## src/rtl/timer_irq_aggregator_if.sv

```systemverilog
// APB3 slave bus bundle for timer_irq_aggregator.
// The master modport is the bus side that drives requests; the slave modport is the aggregator.
interface timer_irq_aggregator_if;
   logic        PSEL;
   logic [11:2] PADDR;
   logic        PENABLE;
   logic        PWRITE;
   logic [31:0] PWDATA;
   logic [31:0] PRDATA;
   logic        PREADY;
   logic        PSLVERR;

   modport master (
      output PSEL, PADDR, PENABLE, PWRITE, PWDATA,
      input  PRDATA, PREADY, PSLVERR
   );

   modport slave (
      input  PSEL, PADDR, PENABLE, PWRITE, PWDATA,
      output PRDATA, PREADY, PSLVERR
   );
endinterface

```

## src/rtl/timer_irq_aggregator.sv

```systemverilog
// timer_irq_aggregator: latches rising edges of two timer interrupt levels into
// pending bits, masks them with an enable register and drives one registered IRQ.
// Optional per-timer 16-bit saturating edge counters are built only when the
// macro TIMER_IRQ_AGG_COUNT_EN is defined; otherwise their addresses read as 0.
// Register map (byte offset): 0x000 RAWPEND, 0x004 ENABLE, 0x008 CLEAR,
// 0x00C MASKPEND, 0x010 COUNT0, 0x014 COUNT1.
module timer_irq_aggregator (
   input  logic                         PCLK,
   input  logic                         PRESET,
   timer_irq_aggregator_if.slave        apb,
   input  logic [1:0]                   TIMERINT,
   output logic                         IRQ
);

   localparam logic [9:0] IDX_RAWPEND  = 10'd0;
   localparam logic [9:0] IDX_ENABLE   = 10'd1;
   localparam logic [9:0] IDX_CLEAR    = 10'd2;
   localparam logic [9:0] IDX_MASKPEND = 10'd3;
   localparam logic [9:0] IDX_COUNT0   = 10'd4;
   localparam logic [9:0] IDX_COUNT1   = 10'd5;

   logic        access_s;
   logic        wr_s;
   logic        rd_s;
   logic        hit_s;
   logic        ro_s;
   logic        wo_s;
   logic        err_s;
   logic [31:0] reg_val_s;
   logic        enable_wr_s;
   logic        clear_wr_s;
   logic [1:0]  clr_mask_s;
   logic [1:0]  rise_s;

   logic [1:0]  tint_q_r;
   logic [1:0]  rawpend_r;
   logic [1:0]  enable_r;
   logic        irq_r;

`ifdef TIMER_IRQ_AGG_COUNT_EN
   logic [1:0][15:0] count_r;
`endif

   // Transfer qualification and edge detection.
   always_comb begin
      access_s = apb.PSEL & apb.PENABLE;
      wr_s     = access_s & apb.PWRITE;
      rd_s     = access_s & ~apb.PWRITE;
      rise_s   = TIMERINT & ~tint_q_r;
   end

   // Address decode: register value, access attributes and error flag.
   always_comb begin
      reg_val_s = 32'd0;
      hit_s     = 1'b1;
      ro_s      = 1'b0;
      wo_s      = 1'b0;
      case (apb.PADDR)
         IDX_RAWPEND: begin
            reg_val_s = {30'd0, rawpend_r};
            ro_s      = 1'b1;
         end
         IDX_ENABLE: begin
            reg_val_s = {30'd0, enable_r};
         end
         IDX_CLEAR: begin
            wo_s      = 1'b1;
         end
         IDX_MASKPEND: begin
            reg_val_s = {30'd0, rawpend_r & enable_r};
            ro_s      = 1'b1;
         end
         IDX_COUNT0: begin
`ifdef TIMER_IRQ_AGG_COUNT_EN
            reg_val_s = {16'd0, count_r[0]};
`else
            reg_val_s = 32'd0;
`endif
            ro_s      = 1'b1;
         end
         IDX_COUNT1: begin
`ifdef TIMER_IRQ_AGG_COUNT_EN
            reg_val_s = {16'd0, count_r[1]};
`else
            reg_val_s = 32'd0;
`endif
            ro_s      = 1'b1;
         end
         default: begin
            hit_s     = 1'b0;
         end
      endcase
      err_s       = access_s & (~hit_s | (apb.PWRITE & ro_s) | (~apb.PWRITE & wo_s));
      enable_wr_s = wr_s & ~err_s & (apb.PADDR == IDX_ENABLE);
      clear_wr_s  = wr_s & ~err_s & (apb.PADDR == IDX_CLEAR);
      if (clear_wr_s) begin
         clr_mask_s = apb.PWDATA[1:0];
      end else begin
         clr_mask_s = 2'b00;
      end
   end

   // APB response: zero-wait, data only for a good read, everything quiet in reset.
   always_comb begin
      apb.PREADY = 1'b1;
      if (PRESET) begin
         apb.PRDATA  = 32'd0;
         apb.PSLVERR = 1'b0;
      end else if (rd_s && !err_s) begin
         apb.PRDATA  = reg_val_s;
         apb.PSLVERR = 1'b0;
      end else begin
         apb.PRDATA  = 32'd0;
         apb.PSLVERR = err_s;
      end
   end

   // Edge history, pending bits (set beats clear), enable and registered IRQ.
   always_ff @(posedge PCLK) begin
      if (PRESET) begin
         tint_q_r  <= 2'b00;
         rawpend_r <= 2'b00;
         enable_r  <= 2'b00;
         irq_r     <= 1'b0;
      end else begin
         tint_q_r  <= TIMERINT;
         rawpend_r <= (rawpend_r & ~clr_mask_s) | rise_s;
         if (enable_wr_s) begin
            enable_r <= apb.PWDATA[1:0];
         end else begin
            enable_r <= enable_r;
         end
         irq_r     <= |(rawpend_r & enable_r);
      end
   end

`ifdef TIMER_IRQ_AGG_COUNT_EN
   // Saturating edge counters; a clear coinciding with an edge leaves a count of one.
   always_ff @(posedge PCLK) begin
      for (int n = 0; n < 2; n++) begin
         if (PRESET) begin
            count_r[n] <= 16'd0;
         end else if (clear_wr_s && apb.PWDATA[8+n]) begin
            count_r[n] <= rise_s[n] ? 16'd1 : 16'd0;
         end else if (rise_s[n] && (count_r[n] != 16'hFFFF)) begin
            count_r[n] <= count_r[n] + 16'd1;
         end else begin
            count_r[n] <= count_r[n];
         end
      end
   end

   logic unused_s;
   assign unused_s = ^{apb.PWDATA[31:10], apb.PWDATA[7:2]};
`else
   logic unused_s;
   assign unused_s = ^{apb.PWDATA[31:8], apb.PWDATA[7:2]};
`endif

   assign IRQ = irq_r;

endmodule

```

## src/flat_wrapper.sv

```systemverilog
// flat-port wrapper written by rule: the top's interface ports become plain ports
module timer_irq_aggregator_flat 
  (PCLK, PRESET, TIMERINT, IRQ, apb_PSEL, apb_PADDR, apb_PENABLE, apb_PWRITE, apb_PWDATA, apb_PRDATA, apb_PREADY, apb_PSLVERR);
  timer_irq_aggregator_if apb_i ();
  input  logic PCLK;
  input  logic PRESET;
  input  logic [1:0] TIMERINT;
  output logic IRQ;
  input wire logic [$bits(apb_i.PSEL)-1:0] apb_PSEL;
  input wire logic [$bits(apb_i.PADDR)-1:0] apb_PADDR;
  input wire logic [$bits(apb_i.PENABLE)-1:0] apb_PENABLE;
  input wire logic [$bits(apb_i.PWRITE)-1:0] apb_PWRITE;
  input wire logic [$bits(apb_i.PWDATA)-1:0] apb_PWDATA;
  output wire logic [$bits(apb_i.PRDATA)-1:0] apb_PRDATA;
  output wire logic [$bits(apb_i.PREADY)-1:0] apb_PREADY;
  output wire logic [$bits(apb_i.PSLVERR)-1:0] apb_PSLVERR;
  assign apb_i.PSEL = apb_PSEL;
  assign apb_i.PADDR = apb_PADDR;
  assign apb_i.PENABLE = apb_PENABLE;
  assign apb_i.PWRITE = apb_PWRITE;
  assign apb_i.PWDATA = apb_PWDATA;
  assign apb_PRDATA = apb_i.PRDATA;
  assign apb_PREADY = apb_i.PREADY;
  assign apb_PSLVERR = apb_i.PSLVERR;
  timer_irq_aggregator u_core (.PCLK(PCLK), .PRESET(PRESET), .apb(apb_i), .TIMERINT(TIMERINT), .IRQ(IRQ));
endmodule
```

## config.mk

```make
export PLATFORM = sky130hd
export DESIGN_NAME = timer_irq_aggregator_flat
export DESIGN_NICKNAME = d
export VERILOG_FILES = /design/src/rtl/timer_irq_aggregator_if.sv /design/src/rtl/timer_irq_aggregator.sv /design/src/flat_wrapper.sv
export SDC_FILE = /design/constraint.sdc
export NUM_CORES = 1
export LEC_CHECK = 0
export BUFFER_PORTS_ARGS = -buffer_cell sky130_fd_sc_hd__buf_2
export CAP_MARGIN = 10
export CORE_MARGIN = 2
export CORE_UTILIZATION = 31
export CTS_CLUSTER_SIZE = 8
export DETAILED_ROUTE_END_ITERATION = 6
export GPL_TIMING_DRIVEN = 0
export PLACE_DENSITY = 0.79
export SLEW_MARGIN = 15
export SYNTH_ARGS = -nofsm -noshare
export SYNTH_HDL_FRONTEND = slang
export SYNTH_SLANG_ARGS = --single-unit
```

## constraint.sdc

```tcl
create_clock -name PCLK -period 1.1 [get_ports PCLK]
set_input_delay 0.055 -clock PCLK [delete_from_list [all_inputs] [get_ports PCLK]]
set_output_delay 0.055 -clock PCLK [all_outputs]
set_load 0.005 [all_outputs]
```

# Yosys cells after proc, flatten, opt, wreduce, memory -nomap -nowiden
# Cells that the tools add are included.
[classes]
n_eq_ne = 5
muxes = 9
bitwise = 20
reduce_logical = 6
[op_table]
columns = ["cell", "count"]
rows = [
  ["$mux W32", 1],
  ["$eq A10 B2 Y1 const B", 2],
  ["$eq A10 B3 Y1 const B", 2],
  ["$eq A10 B1 Y1 const B", 1],
  ["$logic_not A10 Y1", 1],
  ["$and A1 B1 Y1", 9],
  ["$and A2 B2 Y2", 3],
  ["$pmux W2 S3", 1],
  ["$reduce_or A6 Y1", 1],
  ["$mux W1", 5],
  ["$mux W2", 2],
  ["$not A2 Y2", 2],
  ["$reduce_or A4 Y1", 1],
  ["$not A1 Y1", 3],
  ["$or A1 B1 Y1", 2],
  ["$or A2 B2 Y2", 1],
  ["$reduce_or A2 Y1", 1],
  ["$logic_and A1 B1 Y1", 1],
  ["$logic_not A1 Y1", 1],
]
[totals]
regBits = 7
out_inout_bits = 35

# Depth between registers and ports, before layout
# Gate-level depths: netlist (run 1).
[logic_depth]
word_depth = 14
ltp_mapped = 4
mapped_depth_nobuf = 4

# Worst setup path before layout (run 1)
# Ideal clock, no wire load.
[synth_timing]
kind = "input to register"
start = "in apb_PADDR[5]"
end = "reg u_core.enable_r[0]"
setup_time_ns = 0.072
arrival_ns = 0.916
required_ns = 1.028
setup_slack_ns = 0.113
stages = 4
path_cell_list = "nor4_4 nand2_2 nor4_4 mux2i_1"
[synth_between]
elab_chain_len = 10
elab_cells_between_ends = 20
cone_classes = "eq/ne: 5; mux: 3; bitwise: 9; reduce/logical: 3"
[synth_rtl]
columns = ["item", "line_no", "source"]
rows = [
  ["start: declaration", "flat_wrapper.sv:10", "input wire logic [$bits(apb_i.PADDR)-1:0] apb_PADDR;"],
  ["$eq A10 B3 Y1, or another cell as far along", "timer_irq_aggregator.sv:58", "case (apb.PADDR)"],
  ["$reduce_or A4 Y1 (no source line) or $reduce_or A6 Y1 (tied branches)", "--", ""],
  ["$mux W1", "timer_irq_aggregator.sv:58", ""],
  ["$and A1 B1 Y1 or $not A1 Y1 (tied branches)", "timer_irq_aggregator.sv:93", "err_s = access_s & (~hit_s | (apb.PWRITE & ro_s) | (~apb.PWRITE & wo_s));"],
  ["$or A1 B1 Y1 (2 in a row)", "timer_irq_aggregator.sv:93", ""],
  ["$and A1 B1 Y1", "timer_irq_aggregator.sv:93", ""],
  ["$not A1 Y1", "timer_irq_aggregator.sv:94", "enable_wr_s = wr_s & ~err_s & (apb.PADDR == IDX_ENABLE);"],
  ["$and A1 B1 Y1", "timer_irq_aggregator.sv:94", ""],
  ["$and A1 B1 Y1 *", "timer_irq_aggregator.sv:94", ""],
  ["end signal: assignment", "timer_irq_aggregator.sv:129", "enable_r <= apb.PWDATA[1:0];"],
  ["end signal: assignment", "timer_irq_aggregator.sv:131", "enable_r <= enable_r;"],
  ["end: declaration", "timer_irq_aggregator.sv:37", "logic [1:0] enable_r;"],
]
# Every way passes the cells marked *; elsewhere a longest branch is shown, timed or not.
# A chain may end at the register's enable or synchronous reset.

# Final worst setup path (run 1)
[layout_timing]
start = "reg u_core.rawpend_r[0]"
end = "out apb_PRDATA[0]"
[layout_between]
elab_chain_len = 4
[layout_rtl]
columns = ["item", "line_no", "source"]
rows = [
  ["start: declaration", "timer_irq_aggregator.sv:36", "logic [1:0] rawpend_r;"],
  ["start signal: assignment", "timer_irq_aggregator.sv:127", "rawpend_r <= (rawpend_r & ~clr_mask_s) | rise_s;"],
  ["$and A2 B2 Y2", "timer_irq_aggregator.sv:70", "reg_val_s = {30'd0, rawpend_r & enable_r};"],
  ["$pmux W2 S3 *", "timer_irq_aggregator.sv:58", ""],
  ["$mux W2 *", "timer_irq_aggregator.sv:109", "end else if (rd_s && !err_s) begin"],
  ["$mux W32 *", "timer_irq_aggregator.sv:106", "if (PRESET) begin"],
  ["end: declaration", "flat_wrapper.sv:14", "output wire logic [$bits(apb_i.PRDATA)-1:0] apb_PRDATA;"],
]
# Marks and branches as above.

==> impl_metrics.yaml, run 1 <==
status:
  outcome: "finished with violations"
  violations: "setup timing"
synth:
  ys_warn_count: 0
  ys_seq_elements: 7
  syn_inst: 79
  syn_area_per_cell_sq_um: 8.30
  yosys-top-cells-area: "buf_4 (35%), dfxtp_1 (21%), nand2b_1 (7.6%)"
  yosysSeqAreaShare_pct: 21.4
  synth_top_area_share_pct: 35.5
  yosysUniqueCellTypes: 22
  syn_area_sq_um: 656
  synth_top_cell_by_area: "buf_4"
clocking:
  clock_path_buffers: 2
  htreeDepth: 1
  clk_pin_slew_ps: 50
  worstSkewPairLatency_ps: 250
  clockRootBuffer: "clkbuf_4"
  cts_tree: "yes"
  clkSinkCount: 7
  cts_buffers: 3
floorplan:
  core_sq_um: 1980
  initial_core_util_pct: 33.1
  die_w_um: 50.0
  die_area_sq_um: 2500
  rows: 16
  boundaryPins: 84
  die_y_um: 50.0
sta:
  finalSetupViolCount: 2
  fin_skew_ps: 1.35
  hold_violations: 0
  slew_violations: 0
  rsz0062_at_grt: "true"
  fin_hold_ws_ps: 12.2
  timing.fmax_mhz: 900
  period_needed_ps: 1110
  fin_ws_ps: -10.6
  fin_crit_sh_pct: 101
  tns_ps: -14.6
worst_setup_path:
  reg2reg_from: "u_core.rawpend_r[1]$_SDFF_PP0_"
  worstPathMaxFanout: 3
  reg2reg_depth: 4
  crit_arrival_ps: 1060
  endpoint_kind: "output port"
  cpMaxStageDelayCell: "dfxtp_2"
  worstPathRequired_ps: 1040
  start_kind: "flop"
  r2r_end: "u_core.rawpend_r[1]$_SDFF_PP0_"
  path_buf_inv: 1
  reg2reg_slack_ps: 200
  criticalPathCategory: "reg2out"
  crit_family: "flip-flops"
  path_cells: "nand2b_4 > a32oi_2 > nor2_1 > buf_2"
  critical-path-max-stage-delay_ps: 330
drt:
  drc_errors: 0
  first_pass_iters: 4
  drt_iter0_drc: 10
  viasPerCell: 3.72
  wl_per_cell_um: 8.53
  routed_wirelength_um: 1410
  drtAntennaViolNets: 0
  vias: 614
worst_hold_path:
  hold_end: "u_core.rawpend_r[0]$_SDFF_PP0_"
  hold_start: "apb_PWDATA[0]"
  hp-class: "in2reg"
  holdPathStages: 2
cells_and_area:
  nNetsFinal: 188
  mostFrequentLayoutCells: "buf_4 (34), conb_1 (31), buf_2 (21), nand2b_1 (6)"
  final_core_util_pct: 50.2
  diodes: 0
  postLayoutCellArea_sq_um: 995
  final_common_cell: "buf_4"
  drive_gt1_share_pct: 48.6
  area_growth_pct: 51.7
placed_design:
  dpl_cell_area_sq_um: 908
  dpl.hpwl_um: 1110
  port_buffers: 22
  finalWeightedCongestion: 0.775
flow_run:
  maxCapViolCount: 0
power_and_ir_drop:
  power.density_nw_per_um2: 747
  vdd_drop_max_uv: 626
  p_leak_nw: 0.532
  power_w: 0.000743
global_routing:
  grt_pass1_vias: 556
  grt_max_degree: 11
  gr-total-overflow: 0
  grt_pass1_wl_um: 2260
  grt_usage_pct: 11.9
  grt_antenna_before_repair: 0
## cells by family (layout without fill, tap and decap cells)
kind of cell	count (synthesis)	count (layout)	synth area share [%]
simple gates	28	28	28.4
other cells	2	31	1.15
mux	2	2	3.05
compound gates	7	7	8.59
flops	7	7	21.4
buf+inv	32	62	36.1
xor+xnor	1	1	1.34
## synthesized netlist by cell type
master and number:
o22ai_1 1, and2_1 1, a32oi_1 2, nor4_1 1
xor2_1 1, a211oi_1 1, nand3b_1 1, nor4_4 2
dfxtp_1 7, a311oi_1 2, conb_1 2, buf_4 31
clkbuf_1 1, nand2_1 3, nor2b_1 4, nand2b_1 8
a22oi_1 1, nor3_1 1, mux2i_1 2, nor2_1 5
nand2_2 1, or4_1 1
## repair_timing
action	in CTS	in global routing
hold buffers	1	0
hold endpoints to repair	1	0
setup buffers	3	0
resized for setup	4	2
pin swaps	2	2
setup endpoints to repair	2	3
## sequential cells by signal, summed over array words and instances (netlist names)
signal	count
u_core.enable_r	2
u_core.rawpend_r	2
u_core.tint_q_r	2
u_core.IRQ	1
## layer usage
metal | vias to the layer above | wire length [um] | track usage, %
met5 | - | 0 | 0
met4 | 0 | 0 | 1.39
met3 | 0 | 139 | 6.06
met2 | 33 | 787 | 23.9
met1 | 258 | 481 | 10.5
li1 | 323 | - | -
## metrics by stage
stage                     setup slack [ps]  cells
after floorplan                        113    108
after global placement               -52.2    157
after detailed placement              -108    157
after CTS                            -12.5    165
after global routing                 -62.6    165
final                                -10.6    165
## final cells by class
| cell class | count | area (sq um) |
|---|---|---|
| Timing Repair Buffer | 26 | 145 |
| Tap cell | 27 | 33.8 |
| Clock buffer | 4 | 26.3 |
| Multi-Input combinational cell | 69 | 410 |
| Buffer | 32 | 236 |
| Fill cell | 191 | 987 |
| Sequential cell | 7 | 143 |
## how the worst max path moves through the flow
stage	from	to	slack, ps	depth (start not counted)
finish	u_core.rawpend_r[0]$_SDFF_PP0_	apb_PRDATA[0]	-10	4
global route	u_core.rawpend_r[1]$_SDFF_PP0_	apb_PRDATA[1]	-60	4
CTS	u_core.rawpend_r[1]$_SDFF_PP0_	apb_PRDATA[1]	-10	4
detailed placement	apb_PADDR[5]	u_core.enable_r[1]$_SDFFE_PP0P_	-110	5
global placement	apb_PADDR[5]	u_core.enable_r[0]$_SDFFE_PP0P_	-50	5
floorplan	apb_PADDR[5]	u_core.enable_r[0]$_SDFFE_PP0P_	110	4
## power by group
part | switching, W | total (W) | internal (W)
clock network | 0.0000985 | 0.000237 | 0.000139
registers | 0.00000517 | 0.000270 | 0.000265
logic | 0.0000989 | 0.000236 | 0.000137
total | 0.000203 | 0.000743 | 0.000541
## worst reg2reg max path, cell delays in order, from the launching register on
cell and delay (ps):
dfxtp_2 330, buf_4 110, buf_4 110, nor2b_1 40, a311oi_1 220
No activity file was read; power rests on OpenSTA's default activity.
==> run 2: changes to the inputs <==
SLEW_MARGIN = 5   (was 15)
clock period = 1.05 ns   (was 1.1 ns; I/O delays follow)
==> impl_metrics.yaml, run 2 (synthesis results as in run 1) <==
global_routing:
  grt_max_degree: 11
  grt_antenna_before_repair: 0
  grt_usage_pct: 11.8
  gr-total-overflow: 0
  grt_pass1_vias: 550
  grt_pass1_wl_um: 2250
sta:
  period_needed_ps: 1110
  rsz0062_at_grt: "true"
  hold_violations: 0
  fin_ws_ps: -59.3
  fin_skew_ps: 0.799
  fin_crit_sh_pct: 106
  slew_violations: 0
  fin_hold_ws_ps: 33.9
  finalSetupViolCount: 2
  timing.fmax_mhz: 901
drt:
  viasPerCell: 3.72
  routed_wirelength_um: 1410
  drc_errors: 0
  wl_per_cell_um: 8.50
  vias: 618
  first_pass_iters: 4
  drt_iter0_drc: 10
  drtAntennaViolNets: 0
clocking:
  worstSkewPairLatency_ps: 250
  clk_pin_slew_ps: 50
  clockRootBuffer: "clkbuf_4"
  cts_buffers: 3
  htreeDepth: 1
  cts_tree: "yes"
  clkSinkCount: 7
  clock_path_buffers: 2
cells_and_area:
  drive_gt1_share_pct: 48.9
  seqCellArea_sq_um: 143
  final_common_cell: "buf_4"
  layout.cells.non_filler: 166
  diodes: 0
  num-fill-cells: 190
  area_growth_pct: 53.6
  top_regs: "u_core.enable_r x2, u_core.rawpend_r x2, u_core.tint_q_r x2"
  nNetsFinal: 189
  multi_input_area_sq_um: 413
  mostFrequentLayoutCells: "buf_4 (34), conb_1 (31), buf_2 (21), nand2b_1 (6)"
floorplan:
  boundaryPins: 84
  die_area_sq_um: 2500
  initial_core_util_pct: 33.1
  rows: 16
  die_y_um: 50.0
  core_sq_um: 1980
  die_w_um: 50.0
worst_setup_path:
  endpoint_kind: "output port"
  worstPathMaxFanout: 3
  start_kind: "flop"
  criticalPathCategory: "reg2out"
  worstPathRequired_ps: 1000
  crit_arrival_ps: 1060
placed_design:
  preCtsSetupSlack_ps: -155
  place_inst: 157
  port_buffers: 22
  dpl.hpwl_um: 1110
  finalWeightedCongestion: 0.775
power_and_ir_drop:
  power.density_nw_per_um2: 777
  p_leak_nw: 0.536
  vdd_drop_max_uv: 671
  power_w: 0.000783
worst_hold_path:
  hp-class: "in2reg"
flow_run:
  maxCapViolCount: 0
status:
  outcome: "finished with violations"
  violations: "setup timing"
-- run 2: cell types whose count changed in the layout (fill, tap and decap cells not counted) --
cell / previous run / this run
nand2_2: 1 / 2
dlygate4sd3_1: 1 / 2
nand2_1: 3 / 2
-- run 2: layout make-up --
cell class | count | share of cell area (%)
multi-input cells | 69 | 41.0
clock buffers | 4 | 2.61
well taps | 27 | 3.35
plain buffers | 32 | 23.5
repair buffers | 27 | 15.4
flip-flops and latches | 7 | 14.2
-- run 2: metal layers --
metal,track usage [%],part of all wire (%)
met3,6.06,9.9
met2,23.9,56
met1,10.3,34
met4,1.39,0
met5,0,0
-- run 2: final timing paths --
check	slack, ps	end	startpoint	cells after the start
setup / recovery	-60	apb_PRDATA[0]	u_core.rawpend_r[0]$_SDFF_PP0_	4
hold / removal	30	u_core.tint_q_r[1]$_SDFF_PP0_	TIMERINT[1]	2
setup reg to reg	150	u_core.rawpend_r[1]$_SDFF_PP0_	u_core.rawpend_r[1]$_SDFF_PP0_	4
hold reg to reg	500	u_core.enable_r[1]$_SDFFE_PP0P_	u_core.enable_r[1]$_SDFFE_PP0P_	2
-- run 2: repair_timing --
item | 4_1_cts | 5_1_grt
endpoints found under the setup margin | 2 | 3
pin swaps | 2 | 2
hold buffers | 2 | 0
resized for setup | 4 | 3
hold endpoints to repair | 2 | 0
setup buffers | 3 | 0
-- run 2: stage by stage --
| step | setup TNS (ps) | utilization [%] | cell area (sq um) |
|---|---|---|---|
| 6_report | -111 | 50.8 | 1010 |
| 5_1_grt | -196 | 50.8 | 1010 |
| 4_1_cts | -117 | 50.2 | 995 |
| 3_5_place_dp | -465 | 45.8 | 908 |
| 3_3_place_gp | -373 | 45.8 | 908 |
| 2_1_floorplan | 0 | - | 764 |
-- run 2: power breakdown --
group	internal (W)	switching [W]
logic	0.000147	0.000105
registers	0.000277	0.00000544
clock network	0.000145	0.000104
-- run 2: critical path, stage by stage (launching register included) --
cell,delay [ps]
dfxtp_2,330
nand2b_4,140
a32oi_2,170
nor2_1,50
buf_2,120
==> run 3: changes to the inputs <==
CORE_MARGIN = 1   (was 2)
==> impl_metrics.yaml, run 3 (synthesis results as in run 1) <==
drt:
  drc_errors: 0
  routed_wirelength_um: 1250
  vias: 592
  viasPerCell: 3.63
  wl_per_cell_um: 7.64
  drt_iter0_drc: 4
  first_pass_iters: 4
  drtAntennaViolNets: 0
floorplan:
  initial_core_util_pct: 33.1
  die_y_um: 48.0
  boundaryPins: 84
  die_w_um: 48.0
  core_sq_um: 1980
  die_area_sq_um: 2300
  rows: 16
sta:
  slew_violations: 0
  timing.fmax_mhz: 893
  fin_skew_ps: 2.97
  fin_ws_ps: -69.2
  finalSetupViolCount: 2
  period_needed_ps: 1120
  fin_crit_sh_pct: 107
  rsz0062_at_grt: "true"
  hold_violations: 0
  tns_ps: -130
placed_design:
  preCtsSetupSlack_ps: -126
  finalWeightedCongestion: 0.755
  port_buffers: 22
  dpl.hpwl_um: 1080
global_routing:
  grt_antenna_before_repair: 0
  gr-total-overflow: 0
  grt_max_degree: 11
  grt_usage_pct: 13.4
  grt_pass1_vias: 539
  grt_pass1_wl_um: 2030
clocking:
  clock_path_buffers: 2
  clockRootBuffer: "clkbuf_4"
  htreeDepth: 1
  cts_buffers: 3
  clkSinkCount: 7
  cts_tree: "yes"
  clk_pin_slew_ps: 50
  cts_hold_buf: 0
  worstSkewPairLatency_ps: 250
cells_and_area:
  final_common_cell: "buf_4"
  drive_gt1_share_pct: 48.5
  area_growth_pct: 49.0
  mostFrequentLayoutCells: "buf_4 (33), conb_1 (31), buf_2 (21), nand2b_1 (6)"
  top_regs: "u_core.enable_r x2, u_core.rawpend_r x2, u_core.tint_q_r x2"
  diodes: 0
  nNetsFinal: 186
worst_setup_path:
  criticalPathCategory: "reg2out"
  crit_arrival_ps: 1070
  start_kind: "flop"
  endpoint_kind: "output port"
  worstPathMaxFanout: 3
  worstPathRequired_ps: 1000
status:
  outcome: "finished with violations"
  violations: "setup timing"
power_and_ir_drop:
  vdd_drop_max_uv: 624
  power.density_nw_per_um2: 783
  p_leak_nw: 0.523
worst_hold_path:
  hp-class: "in2reg"
flow_run:
  maxCapViolCount: 0
## run 3: final cells by class
type                            count  area, sq um
Multi-Input combinational cell     69          410
Sequential cell                     7          143
Tap cell                           27         33.8
Clock buffer                        4         26.3
Buffer                             32          236
Fill cell                         200         1000
Timing Repair Buffer               24          128
## run 3: per-stage QoR
stage	cell area (sq um)	utilization (%)	instances	hold slack (ps)	power, W
floorplan	764	-	108	162	0.000440
global placement	908	45.8	157	263	0.000492
detailed placement	908	45.8	157	284	0.000498
CTS	960	48.4	163	3.28	0.000767
global route	977	49.3	163	20.9	0.000827
finish	977	49.3	163	8.12	0.000765
## run 3: report_power, final
part / switching (W) / internal [W] / total [W]
Sequential: 0.00000466 / 0.000277 / 0.000282
Combinational: 0.0000988 / 0.000138 / 0.000237
Clock: 0.000101 / 0.000145 / 0.000247
## run 3: path summary, 6_finish.rpt
path / startpoint / end / slack (ps) / depth (start not counted)
worst min register to register: u_core.enable_r[1]$_SDFFE_PP0P_ / u_core.enable_r[1]$_SDFFE_PP0P_ / 500 / 2
worst max register to register: u_core.tint_q_r[0]$_SDFF_PP0_ / u_core.rawpend_r[0]$_SDFF_PP0_ / 130 / 3
worst max-delay path: u_core.rawpend_r[1]$_SDFF_PP0_ / apb_PRDATA[1] / -70 / 4
worst min-delay path: apb_PWDATA[1] / u_core.rawpend_r[1]$_SDFF_PP0_ / 8 / 2
## run 3: metal layers
metal / part of all wire (%) / GRT usage, %
met1: 35 / 10.7
met2: 52 / 25.7
met3: 13 / 7.92
met4: 0 / 5.56
met5: 0 / 0
## run 3: repair_timing
action,in CTS,in global routing
gates resized for setup,3,3
hold endpoints to repair,0,0
setup buffers,2,0
setup endpoints to repair,2,2
gates cloned,0,0
pin swaps,2,2
## run 3: worst max-delay path: stages, from the launching register on
cell,delay (ps)
dfxtp_2,330
nand2b_4,130
a32oi_1,170
nor2_1,60
buf_2,130
